==> src/rtl/alu_pkg.sv <==
// Shared encodings for the ALU control decoder and the multiply/divide sequencer.
package alu_pkg;

  localparam logic [3:0] ALU_AND  = 4'b0000;
  localparam logic [3:0] ALU_OR   = 4'b0001;
  localparam logic [3:0] ALU_ADD  = 4'b0010;
  localparam logic [3:0] ALU_XOR  = 4'b0011;
  localparam logic [3:0] ALU_SLL  = 4'b0100;
  localparam logic [3:0] ALU_SRL  = 4'b0101;
  localparam logic [3:0] ALU_SUB  = 4'b0110;
  localparam logic [3:0] ALU_SLT  = 4'b0111;
  localparam logic [3:0] ALU_SLTU = 4'b1000;
  localparam logic [3:0] ALU_SRA  = 4'b1001;
  localparam logic [3:0] ALU_NOR  = 4'b1100;

  localparam logic [1:0] ALUOP_ADD   = 2'b00;
  localparam logic [1:0] ALUOP_SUB   = 2'b01;
  localparam logic [1:0] ALUOP_RTYPE = 2'b10;
  localparam logic [1:0] ALUOP_RSVD  = 2'b11;

  localparam logic [5:0] FN_ADD   = 6'b100000;
  localparam logic [5:0] FN_ADDU  = 6'b100001;
  localparam logic [5:0] FN_SUB   = 6'b100010;
  localparam logic [5:0] FN_SUBU  = 6'b100011;
  localparam logic [5:0] FN_AND   = 6'b100100;
  localparam logic [5:0] FN_OR    = 6'b100101;
  localparam logic [5:0] FN_XOR   = 6'b100110;
  localparam logic [5:0] FN_NOR   = 6'b100111;
  localparam logic [5:0] FN_SLT   = 6'b101010;
  localparam logic [5:0] FN_SLTU  = 6'b101011;
  localparam logic [5:0] FN_SLL   = 6'b000000;
  localparam logic [5:0] FN_SRL   = 6'b000010;
  localparam logic [5:0] FN_SRA   = 6'b000011;
  localparam logic [5:0] FN_MFHI  = 6'b010000;
  localparam logic [5:0] FN_MTHI  = 6'b010001;
  localparam logic [5:0] FN_MFLO  = 6'b010010;
  localparam logic [5:0] FN_MTLO  = 6'b010011;
  localparam logic [5:0] FN_MULT  = 6'b011000;
  localparam logic [5:0] FN_MULTU = 6'b011001;
  localparam logic [5:0] FN_DIV   = 6'b011010;
  localparam logic [5:0] FN_DIVU  = 6'b011011;

  typedef enum logic [2:0] {ST_IDLE, ST_MUL, ST_DIV, ST_FIX, ST_DONE} md_state_e;

  // Values match funct[1:0] of the corresponding MD instruction.
  typedef enum logic [1:0] {MD_MULT, MD_MULTU, MD_DIV, MD_DIVU} md_op_e;

endpackage

==> src/rtl/alu_control_md_muldiv_seq.sv <==
// Iterative multiply (shift-add) / restoring divide on operand magnitudes,
// with a final sign-fix cycle that presents the HI/LO write.
module muldiv_seq
  import alu_pkg::*;
#(
  parameter int unsigned WIDTH = 32
) (
  input  logic             clk,
  input  logic             rst_n,
  input  logic             go,
  input  logic [1:0]       op,
  input  logic [WIDTH-1:0] a,
  input  logic [WIDTH-1:0] b,
  output logic             busy,
  output logic             done,
  output logic [WIDTH-1:0] hi_out,
  output logic [WIDTH-1:0] lo_out,
  output logic             wr
);

  localparam int unsigned CW = $clog2(WIDTH) + 1;

  md_state_e          state_q, state_d;
  md_op_e             op_e;
  logic [CW-1:0]      cnt_q;
  logic [2*WIDTH-1:0] acc_q;
  logic [WIDTH-1:0]   mb_q, a_q;
  logic               neg_q, nrem_q, div_q;

  logic               accept, signed_op, sa, sb, last;
  logic [WIDTH-1:0]   mag_a, mag_b, q, r;
  logic [WIDTH:0]     msum, rsh, dif;
  logic [2*WIDTH-1:0] prod;

  assign op_e      = md_op_e'(op);
  assign signed_op = (op_e == MD_MULT) || (op_e == MD_DIV);
  assign sa        = signed_op & a[WIDTH-1];
  assign sb        = signed_op & b[WIDTH-1];
  assign mag_a     = sa ? -a : a;
  assign mag_b     = sb ? -b : b;
  assign accept    = go && (state_q == ST_IDLE || state_q == ST_DONE);
  assign last      = (cnt_q == CW'(WIDTH - 1));

  always_ff @(posedge clk or negedge rst_n) begin
    if (!rst_n) state_q <= ST_IDLE;
    else        state_q <= state_d;
  end

  always_comb begin
    state_d = state_q;
    unique case (state_q)
      ST_IDLE, ST_DONE: begin
        if (accept) state_d = (op_e inside {MD_DIV, MD_DIVU}) ? ST_DIV : ST_MUL;
        else        state_d = ST_IDLE;
      end
      ST_MUL, ST_DIV: if (last) state_d = ST_FIX;
      ST_FIX:         state_d = ST_DONE;
      default:        state_d = ST_IDLE;
    endcase
  end

  always_comb begin
    busy = (state_q == ST_MUL) || (state_q == ST_DIV) || (state_q == ST_FIX);
    done = (state_q == ST_DONE);
    wr   = (state_q == ST_FIX);
  end

  // acc holds {partial product, multiplier} for MUL and {remainder, quotient} for DIV.
  assign msum = {1'b0, acc_q[2*WIDTH-1:WIDTH]} + {1'b0, (acc_q[0] ? mb_q : '0)};
  assign rsh  = {acc_q[2*WIDTH-1:WIDTH], acc_q[WIDTH-1]};
  assign dif  = rsh - {1'b0, mb_q};

  always_ff @(posedge clk or negedge rst_n) begin
    if (!rst_n) begin
      acc_q  <= '0;
      mb_q   <= '0;
      a_q    <= '0;
      cnt_q  <= '0;
      neg_q  <= 1'b0;
      nrem_q <= 1'b0;
      div_q  <= 1'b0;
    end else if (accept) begin
      acc_q  <= {{WIDTH{1'b0}}, mag_a};
      mb_q   <= mag_b;
      a_q    <= a;
      cnt_q  <= '0;
      neg_q  <= sa ^ sb;
      nrem_q <= sa;
      div_q  <= (op_e inside {MD_DIV, MD_DIVU});
    end else if (state_q == ST_MUL || state_q == ST_DIV) begin
      cnt_q <= last ? '0 : cnt_q + CW'(1);
      if (state_q == ST_MUL)
        acc_q <= {msum, acc_q[WIDTH-1:1]};
      else if (dif[WIDTH])
        acc_q <= {rsh[WIDTH-1:0], acc_q[WIDTH-2:0], 1'b0};
      else
        acc_q <= {dif[WIDTH-1:0], acc_q[WIDTH-2:0], 1'b1};
    end
  end

  // Divide by zero bypasses the sign fix: LO all ones, HI the original dividend.
  always_comb begin
    prod = neg_q ? -acc_q : acc_q;
    q    = acc_q[WIDTH-1:0];
    r    = acc_q[2*WIDTH-1:WIDTH];
    if (!div_q) begin
      hi_out = prod[2*WIDTH-1:WIDTH];
      lo_out = prod[WIDTH-1:0];
    end else if (mb_q == '0) begin
      hi_out = a_q;
      lo_out = '1;
    end else begin
      hi_out = nrem_q ? -r : r;
      lo_out = neg_q ? -q : q;
    end
  end

endmodule

==> src/rtl/alu_control_md.sv <==
// ALU control decoder with architectural HI/LO registers and an optional
// sequential multiply/divide unit.
module alu_control_md
  import alu_pkg::*;
#(
  parameter int unsigned WIDTH = 32,
  parameter bit          MD_EN = 1'b1
) (
  input  logic             clk,
  input  logic             rst_n,
  input  logic [1:0]       ALUOp,
  input  logic [5:0]       funct,
  input  logic             start,
  input  logic [WIDTH-1:0] rs_val,
  input  logic [WIDTH-1:0] rt_val,
  output logic [3:0]       ALUCtrl,
  output logic             illegal,
  output logic             md_busy,
  output logic             md_done,
  output logic [WIDTH-1:0] md_result
);

  logic             fn_arith, fn_mthi, fn_mtlo, md_ok, go, wr;
  logic [WIDTH-1:0] hi_q, lo_q, hi_new, lo_new;

  always_comb begin
    ALUCtrl  = ALU_ADD;
    illegal  = 1'b0;
    fn_arith = 1'b0;
    fn_mthi  = 1'b0;
    fn_mtlo  = 1'b0;
    unique case (ALUOp)
      ALUOP_ADD:  ALUCtrl = ALU_ADD;
      ALUOP_SUB:  ALUCtrl = ALU_SUB;
      ALUOP_RSVD: illegal = 1'b1;
      ALUOP_RTYPE: begin
        case (funct)
          FN_ADD, FN_ADDU: ALUCtrl = ALU_ADD;
          FN_SUB, FN_SUBU: ALUCtrl = ALU_SUB;
          FN_AND:          ALUCtrl = ALU_AND;
          FN_OR:           ALUCtrl = ALU_OR;
          FN_XOR:          ALUCtrl = ALU_XOR;
          FN_NOR:          ALUCtrl = ALU_NOR;
          FN_SLT:          ALUCtrl = ALU_SLT;
          FN_SLTU:         ALUCtrl = ALU_SLTU;
          FN_SLL:          ALUCtrl = ALU_SLL;
          FN_SRL:          ALUCtrl = ALU_SRL;
          FN_SRA:          ALUCtrl = ALU_SRA;
          FN_MFHI, FN_MFLO: illegal = !MD_EN;
          FN_MTHI: begin
            illegal = !MD_EN;
            fn_mthi = 1'b1;
          end
          FN_MTLO: begin
            illegal = !MD_EN;
            fn_mtlo = 1'b1;
          end
          FN_MULT, FN_MULTU, FN_DIV, FN_DIVU: begin
            illegal  = !MD_EN;
            fn_arith = 1'b1;
          end
          default: illegal = 1'b1;
        endcase
      end
      default: illegal = 1'b1;
    endcase
  end

  assign md_ok = start && (ALUOp == ALUOP_RTYPE) && !illegal && !md_busy;
  assign go    = md_ok && fn_arith;

  always_ff @(posedge clk or negedge rst_n) begin
    if (!rst_n) begin
      hi_q <= '0;
      lo_q <= '0;
    end else if (wr) begin
      hi_q <= hi_new;
      lo_q <= lo_new;
    end else begin
      if (md_ok && fn_mthi) hi_q <= rs_val;
      if (md_ok && fn_mtlo) lo_q <= rs_val;
    end
  end

  assign md_result = (funct == FN_MFHI) ? hi_q : lo_q;

  if (MD_EN) begin : g_md
    muldiv_seq #(.WIDTH(WIDTH)) u_muldiv (
      .clk    (clk),
      .rst_n  (rst_n),
      .go     (go),
      .op     (funct[1:0]),
      .a      (rs_val),
      .b      (rt_val),
      .busy   (md_busy),
      .done   (md_done),
      .hi_out (hi_new),
      .lo_out (lo_new),
      .wr     (wr)
    );
  end else begin : g_no_md
    logic unused_md;
    assign unused_md = ^{go, rt_val};
    assign md_busy   = 1'b0;
    assign md_done   = 1'b0;
    assign wr        = 1'b0;
    assign hi_new    = '0;
    assign lo_new    = '0;
  end

endmodule

==> config.mk <==
export PLATFORM = sky130hd
export DESIGN_NAME = alu_control_md
export DESIGN_NICKNAME = d
export VERILOG_FILES = /design/src/rtl/alu_pkg.sv /design/src/rtl/alu_control_md_muldiv_seq.sv /design/src/rtl/alu_control_md.sv
export SDC_FILE = /design/constraint.sdc
export NUM_CORES = 1
export LEC_CHECK = 0
export CAP_MARGIN = 10
export CELL_PAD_IN_SITES_DETAIL_PLACEMENT = 0
export CELL_PAD_IN_SITES_GLOBAL_PLACEMENT = 1
export CORE_MARGIN = 5
export CORE_UTILIZATION = 30
export DETAILED_ROUTE_END_ITERATION = 8
export PLACE_DENSITY = 0.69
export SLEW_MARGIN = 15
export SYNTH_ARGS = -nofsm -noshare
export SYNTH_HDL_FRONTEND = slang
export SYNTH_SLANG_ARGS = --single-unit
==> constraint.sdc <==
create_clock -name clk -period 4.04 [get_ports clk]
set_clock_uncertainty 0.2 [all_clocks]
set_input_delay 0.606 -clock clk [delete_from_list [all_inputs] [get_ports clk]]
set_output_delay 0.606 -clock clk [all_outputs]
set_load 0.02 [all_outputs]
==> out/qor.csv, run 1 <==
stage,metric,value,unit
routing,drt first pass iters,5,
flow_run,max-capacitance violation count,0,
floorplanning,placeable core region,57400,um2
sta,worst hold slack after final layout,0.276,ns
grt,met2 Usage GRT,0.321,
worst_setup_path,CP max stage cell,sky130_fd_sc_hd__fa_1,
clock_network,post-CTS repair timing setup buffer count,0,
routing,routed via count,16884,
sta,final number of hold-violating endpoints,0,
sta,maximum clock frequency,0.258,GHz
power_and_ir_drop,Leakage,0.00886,uW
cells_and_area,"commonest non-fill, non-tap cells in the layout","304 x sky130_fd_sc_hd__nand2_1, 224 x sky130_fd_sc_hd__o21ai_0, 204 x sky130_fd_sc_hd__dfrtp_1, 172 x sky130_fd_sc_hd__nor2_1, 144 x sky130_fd_sc_hd__a21oi_1",
grt,fraction of met3 tracks used by global routing,0.0191,
place,Placer Congestion,0.922,
worst_setup_path,endpoint required time on the critical path,4.31,ns
yosys,total standard cell area after synthesis,17300,um2
sta,Least-Margin Pin Slew,0.852,ns
power_and_ir_drop,power per cell area,663,nW/um2
routing,Initial DRC Count,1338,
worst_hold_path,class of the tightest hold or removal check,reg -> reg,
routing,post-route DRC violation count,0,
sta,fraction of the cycle the final worst path needs,0.959,
sta,time the final worst path needs with I/O delays and setup,3.87,ns
yosys,"top cells by area, synth","sky130_fd_sc_hd__dfrtp_1 30%, sky130_fd_sc_hd__nand2_1 6.6%, sky130_fd_sc_hd__o21ai_0 6.5%, sky130_fd_sc_hd__ha_1 5.2%, sky130_fd_sc_hd__xnor2_1 4.7%",
clock_network,Max Buffers Root-to-Sink,3,
yosys,"EDFF count, synth",0,
sta,max-slew violations,0,
cells_and_area,share of final-layout standard cells stronger than drive strength 1,0.0910,
outcome,status,"finished, final reports clean",
grt,Overflow after GRT,0,
floorplanning,die area,62400,um2
routing,total routed wirelength,63200,um
worst_setup_path,sum of buffers and inverters on the critical path,3,
cells_and_area,antenna cells,0,
sta,headroom to the max-slew limit,0.432,
yosys,Post-Synthesis Cells,2193,
yosys,number of different library cells in the post-synthesis netlist,85,
clock_network,CTS Buf Count,26,
worst_setup_path,type of element capturing the critical path,flip-flop,
sta,total negative setup slack,0,ns
clock_network,CTS tree,built,
cells_and_area,area overhead of the layout relative to synthesis,18.4,%
clock_network,H-tree depth,1,
grt,number of global-route vias before repair,16425,
cells_and_area,nets@finish,2415,
power_and_ir_drop,total power,13500,uW
yosys,Synthesized Nets,2342,
worst_setup_path,worst setup path class,reg -> reg,
yosys,ys async rst share,1.00,
floorplanning,site row count,88,
grt,combined global-route utilization of all metal layers,0.193,
grt,antenna violations before repair,0,
worst_setup_path,CP arrival,4.15,ns
floorplanning,ports placed on the boundary,114,
yosys,count of synthesis-stage warnings from yosys,0,
floorplanning,floorplan die width,250,um
sta,total of endpoints with negative setup slack in the final report,0,
place,count of buffers from port buffering,113,
routing,Antenna Violating Nets Remaining,0,
place,post-detail-place hpwl,47100,um
yosys,share of synthesized area occupied by flip-flops and latches,0.296,
floorplanning,Die Span Y,250,um
worst_setup_path,worst stage delay on the critical path,0.43,ns
yosys,Yosys top cell area share,0.296,
routing,detail-routed net length per standard cell,20.7,um
worst_setup_path,crit-path max FO,4,
clock_network,clk sinks,204,
grt,GR Util met1,0.264,
worst_setup_path,dominant delay contributor by cell family on the critical path,compound AO/OA/AOI/OAI gates,
clock_network,clock latency at the later pin of the worst-skew pair,0.56,ns
grt,largest net degree at the start of global routing,90,
worst_setup_path,series of cell instances along the critical path,inv_1 > ha_1 > inv_1 > fa_1 > a211oi_2 > o21ai_0 > a2111oi_1 > buf_4 > nor3_1 > a22oi_1 > o21ai_0 > xnor2_1 > a221o_1 > nor3_1,
yosys,cell taking the most area after synthesis,sky130_fd_sc_hd__dfrtp_1,
clock_network,CTS Root Cell,sky130_fd_sc_hd__clkbuf_16,
cells_and_area,most frequent standard cell in the layout excluding fill and tap cells,sky130_fd_sc_hd__nand2_1,
yosys,"Avg Cell Area, Syn",7.87,um2
yosys,commonest register cell after synthesis,sky130_fd_sc_hd__dfrtp_1,
floorplanning,initial standard-cell utilization of the core,0.301,
power_and_ir_drop,Max IR drop VDD,0.348,mV
yosys,register bit count reported by yosys,204,
worst_setup_path,kind of start point of the critical path,flip-flop,
grt,global routing's busiest layer,met2,
clock_network,clock-pin transition on the worst setup and hold timing paths,0.06,ns
grt,first-pass GRT wire length,98000,um
routing,via density per instance,5.53,
-- layer usage --
layer,up-vias,wire (um)
met5,-,0
met4,0,2490
met3,115,2950
met2,493,29200
met1,8215,28500
li1,8061,-
-- tightest hold or removal path: stages (launching register included) --
cell                      delay, ns
sky130_fd_sc_hd__dfrtp_1       0.34
sky130_fd_sc_hd__nand2_1       0.05
sky130_fd_sc_hd__nand2_1       0.06
-- cells by family after synthesis --
logic type	synth area share
and+or+nand+nor	0.199
AOI/OAI and AO/OA	0.248
buffers and inverters	0.0520
DFF	0.296
xor gates and xnor gates	0.0853
muxes	0.0655
adders and majority gates	0.0545
-- metrics by stage --
step | cell area [um2] | cells | setup WS (ns) | utilization
after floorplan | 17300 | 2193 | 0.710 | -
after global placement | 19500 | 3002 | 0.0934 | 0.340
after detailed placement | 19500 | 3002 | 0.112 | 0.340
after CTS | 20400 | 3051 | 0.0880 | 0.356
after global routing | 20400 | 3051 | -0.0171 | 0.356
final | 20400 | 3051 | 0.166 | 0.356
-- registers in the layout (all words and copies together) (netlist names) --
name / flops
g_md.u_muldiv.cnt_q: 6
g_md.u_muldiv.div_q: 1
lo_q: 32
g_md.u_muldiv.neg_q: 1
hi_q: 32
g_md.u_muldiv.acc_q: 64
g_md.u_muldiv.nrem_q: 1
g_md.u_muldiv.state_q: 3
g_md.u_muldiv.a_q: 32
g_md.u_muldiv.mb_q: 32
-- path summary, 6_finish.rpt --
check	endpoint	from	slack, ns	depth (start not counted)
worst max register to register	g_md.u_muldiv.acc_q[62]$_DFFE_PN0P_	g_md.u_muldiv.acc_q[31]$_DFFE_PN0P_	0.17	14
min in group asynchronous	lo_q[7]$_DFFE_PN0P_	rst_n	0.49	2
worst max-delay path	g_md.u_muldiv.acc_q[62]$_DFFE_PN0P_	g_md.u_muldiv.acc_q[31]$_DFFE_PN0P_	0.17	14
max in group asynchronous	hi_q[30]$_DFFE_PN0P_	rst_n	2.24	3
worst min-delay path	g_md.u_muldiv.a_q[15]$_DFFE_PN0N_	g_md.u_muldiv.a_q[15]$_DFFE_PN0N_	0.28	2
worst min register to register	g_md.u_muldiv.a_q[15]$_DFFE_PN0N_	g_md.u_muldiv.a_q[15]$_DFFE_PN0N_	0.28	2
-- report_power, final --
group	switching, uW	internal, uW
registers	870	2610
logic	4360	3110
clock network	1030	1560
-- cell usage after synthesis (all sizes together) (31+ instances only) --
| cell type | count |
|---|---|
| nand2 | 305 |
| o21ai | 236 |
| dfrtp | 204 |
| nor2 | 176 |
| a21oi | 145 |
| clkbuf | 117 |
| xnor2 | 92 |
| xor2 | 76 |
| ha | 72 |
| mux2i | 69 |
| inv | 66 |
| nand3 | 49 |
| nor3 | 43 |
| a22oi | 42 |
| mux2 | 39 |
| buf | 38 |
| o211ai | 36 |
| a21o | 33 |
| o31ai | 31 |
-- final cells by class --
type / count / area (um2)
fill: 5924 / 36900
clock buffer: 35 / 746
sequential: 204 / 5100
inverter: 66 / 248
tap: 765 / 957
clock inverter: 13 / 193
timing repair buffer: 200 / 1870
multi-input combinational: 1768 / 11300
-- timing repair --
item / CTS / global route
hold buffers: 1 / 0
endpoints found under the setup margin: 0 / 6
resized for setup: 0 / 2
hold endpoints to repair: 55 / 0
Power figures use the tool's default switching activity.
==> run 2: changes to the inputs <==
--- a/config.mk
+++ b/config.mk
@@ -11,6 +11,7 @@
 export CORE_MARGIN = 5
 export CORE_UTILIZATION = 30
 export DETAILED_ROUTE_END_ITERATION = 8
+export MAX_ROUTING_LAYER = met4
 export PLACE_DENSITY = 0.69
 export SLEW_MARGIN = 15
 export SYNTH_ARGS = -nofsm -noshare
==> run 2 against run 1 <==
Critical path depth fell by 8. Global-route usage rose by 0.67 points. Via count fell by 0.69%. Cell count fell by 0.13%. Critical endpoint is now md_result[22]. Largest cell class unchanged.
==> out/qor.csv, run 2 (same netlist as run 1, synthesis figures left out) <==
stage,metric,value,unit,change
outcome,status,"finished, final reports clean",,
floorplanning,placeable core region,57400,um2,unchanged
grt,Overflow after GRT,0,,unchanged
power_and_ir_drop,total power,13200,uW,-2.7%
sta,total negative setup slack,0,ns,unchanged
clock_network,H-tree depth,1,,unchanged
cells_and_area,FILL cells,5960,,+0.61%
place,cell area after placement,19500,um2,about the same
flow_run,max-capacitance violation count,0,,unchanged
sta,headroom to the max-slew limit,0.380,,-0.0519
routing,routed via count,16767,,-0.69%
place,post-detail-place hpwl,46900,um,-0.48%
place,worst slack after detailed placement,0.103,ns,-0.00931 ns
floorplanning,initial standard-cell utilization of the core,0.301,,unchanged
floorplanning,Die Span Y,250,um,unchanged
routing,via density per instance,5.50,,-0.56%
worst_setup_path,type of element capturing the critical path,output pin,,
sta,fraction of the cycle the final worst path needs,0.951,,-0.00761
power_and_ir_drop,Max IR drop VDD,0.320,mV,-7.9%
clock_network,CTS Root Cell,sky130_fd_sc_hd__clkbuf_16,,
cells_and_area,share of the core filled with cells in the final layout,0.354,,-0.00244
routing,drt first pass iters,5,,unchanged
cells_and_area,share of final-layout standard cells stronger than drive strength 1,0.0881,,-0.00287
cells_and_area,nets@finish,2412,,-0.12%
grt,first-pass GRT wire length,98800,um,+0.75%
floorplanning,site row count,88,,unchanged
worst_setup_path,endpoint required time on the critical path,3.23,ns,-1.08 ns
sta,total of endpoints with negative setup slack in the final report,0,,unchanged
power_and_ir_drop,power per cell area,649,nW/um2,-2.1%
grt,combined global-route utilization of all metal layers,0.200,,+0.00668
routing,detail-routed net length per standard cell,20.7,um,about the same
clock_network,clk sinks,204,,unchanged
worst_setup_path,worst setup path class,in -> out,,
floorplanning,floorplan die width,250,um,unchanged
power_and_ir_drop,Leakage,0.00879,uW,-0.79%
cells_and_area,"commonest non-fill, non-tap cells in the layout","304 x sky130_fd_sc_hd__nand2_1, 224 x sky130_fd_sc_hd__o21ai_0, 204 x sky130_fd_sc_hd__dfrtp_1, 172 x sky130_fd_sc_hd__nor2_1, 144 x sky130_fd_sc_hd__a21oi_1",,
worst_setup_path,kind of start point of the critical path,input pin,,
cells_and_area,final standard cell area without fillers,20300,um2,-0.69%
sta,final number of hold-violating endpoints,0,,unchanged
clock_network,CTS tree,built,,
cells_and_area,most frequent standard cell in the layout excluding fill and tap cells,sky130_fd_sc_hd__nand2_1,,
grt,largest net degree at the start of global routing,92,,+2.2%
sta,"crit path setup slack, layout",0.197,ns,+0.0308 ns
cells_and_area,area overhead of the layout relative to synthesis,17.6,%,
worst_hold_path,class of the tightest hold or removal check,reg -> reg,,
worst_setup_path,CP arrival,3.04,ns,-1.11 ns
clock_network,CTS Buf Count,26,,unchanged
sta,RSZ-0062 raised after global routing,no,,
sta,Least-Margin Pin Slew,0.928,ns,+0.0756 ns
place,Placer Congestion,0.936,,+1.6%
sta,maximum clock frequency,0.260,GHz,+0.80%
floorplanning,die area,62400,um2,unchanged
clock_network,Max Buffers Root-to-Sink,3,,unchanged
routing,Initial DRC Count,1414,,+5.7%
routing,post-route DRC violation count,0,,unchanged
routing,total routed wirelength,63100,um,-0.10%
worst_setup_path,crit-path max FO,32,,+28
cells_and_area,number of flip-flops under the largest register name,64,,unchanged
floorplanning,ports placed on the boundary,114,,unchanged
place,count of buffers from port buffering,113,,unchanged
clock_network,clock latency at the later pin of the worst-skew pair,0.55,ns,about the same
routing,Antenna Violating Nets Remaining,0,,unchanged
cells_and_area,Biggest register,g_md.u_muldiv.acc_q,,
grt,number of global-route vias before repair,16487,,+0.38%
grt,antenna violations before repair,0,,unchanged
sta,max-slew violations,0,,unchanged
sta,time the final worst path needs with I/O delays and setup,3.84,ns,-0.0308 ns
clock_network,clock-pin transition on the worst setup and hold timing paths,0.06,ns,about the same
## run 2: cell count changes in the layout (fill, tap and decap cells not counted), moves of 2 or more
cell                        change
sky130_fd_sc_hd__clkbuf_1       +3
sky130_fd_sc_hd__clkbuf_8       -2
sky130_fd_sc_hd__buf_4          -5
sky130_fd_sc_hd__bufinv_16      -4
sky130_fd_sc_hd__buf_12         +2
sky130_fd_sc_hd__inv_6          -3
sky130_fd_sc_hd__clkinv_2       +5
## run 2: metrics by stage
step,hold WS [ns],instances
floorplan,0.110,2193
global placement,0.254,2999
detailed placement,0.258,2999
CTS,0.279,3046
global route,0.288,3046
finish,0.276,3047
## run 2: final timing paths
kind	depth (start not counted)	slack, ns	end	startpoint
max	6	0.20	md_result[22]	funct[5]
min	2	0.28	g_md.u_muldiv.a_q[19]$_DFFE_PN0N_	g_md.u_muldiv.a_q[19]$_DFFE_PN0N_
max reg2reg	14	0.26	g_md.u_muldiv.acc_q[62]$_DFFE_PN0P_	g_md.u_muldiv.acc_q[31]$_DFFE_PN0P_
min reg2reg	2	0.28	g_md.u_muldiv.a_q[19]$_DFFE_PN0N_	g_md.u_muldiv.a_q[19]$_DFFE_PN0N_
max in group asynchronous	3	2.19	lo_q[27]$_DFFE_PN0P_	rst_n
min in group asynchronous	2	0.51	lo_q[7]$_DFFE_PN0P_	rst_n
## run 2: area by class of cell
class	instances	area, um2	share of cell area
diodes	1	2.50	0.000123
clock buffers	36	729	0.0359
clock inverters	10	60.1	0.00296
inverters	66	248	0.0122
multi-input cells	1768	11300	0.558
flip-flops and latches	204	5100	0.252
well taps	765	957	0.0472
repair buffers	197	1870	0.0920
## run 2: report_power, final
group	switching (uW)	leakage, uW	internal [uW]	total [uW]
Combinational	4340	0.00594	3120	7460
Sequential	871	0.00246	2610	3480
Clock	972	0.000379	1260	2230
## run 2: repair_timing
item,CTS,global route
hold buffers,1,0
resized for setup,0,2
setup buffers,0,0
endpoints found under the hold margin,6,0
setup endpoints to repair,0,11
## run 2: layer usage
layer	global-route usage	vias to the layer above	share of wire
li1	-	8034	-
met3	0.0211	91	0.047
met2	0.327	422	0.47
met4	0.0579	0	0.032
met5	-	-	0
met1	0.264	8220	0.45
## run 2: critical path: stages
cell and delay (ns):
sky130_fd_sc_hd__clkdlybuf4s50_1 0.75, sky130_fd_sc_hd__nor2b_1 0.17, sky130_fd_sc_hd__nand3_2 0.10, sky130_fd_sc_hd__buf_4 0.40, sky130_fd_sc_hd__mux2_2 0.40, sky130_fd_sc_hd__clkdlybuf4s50_1 0.56
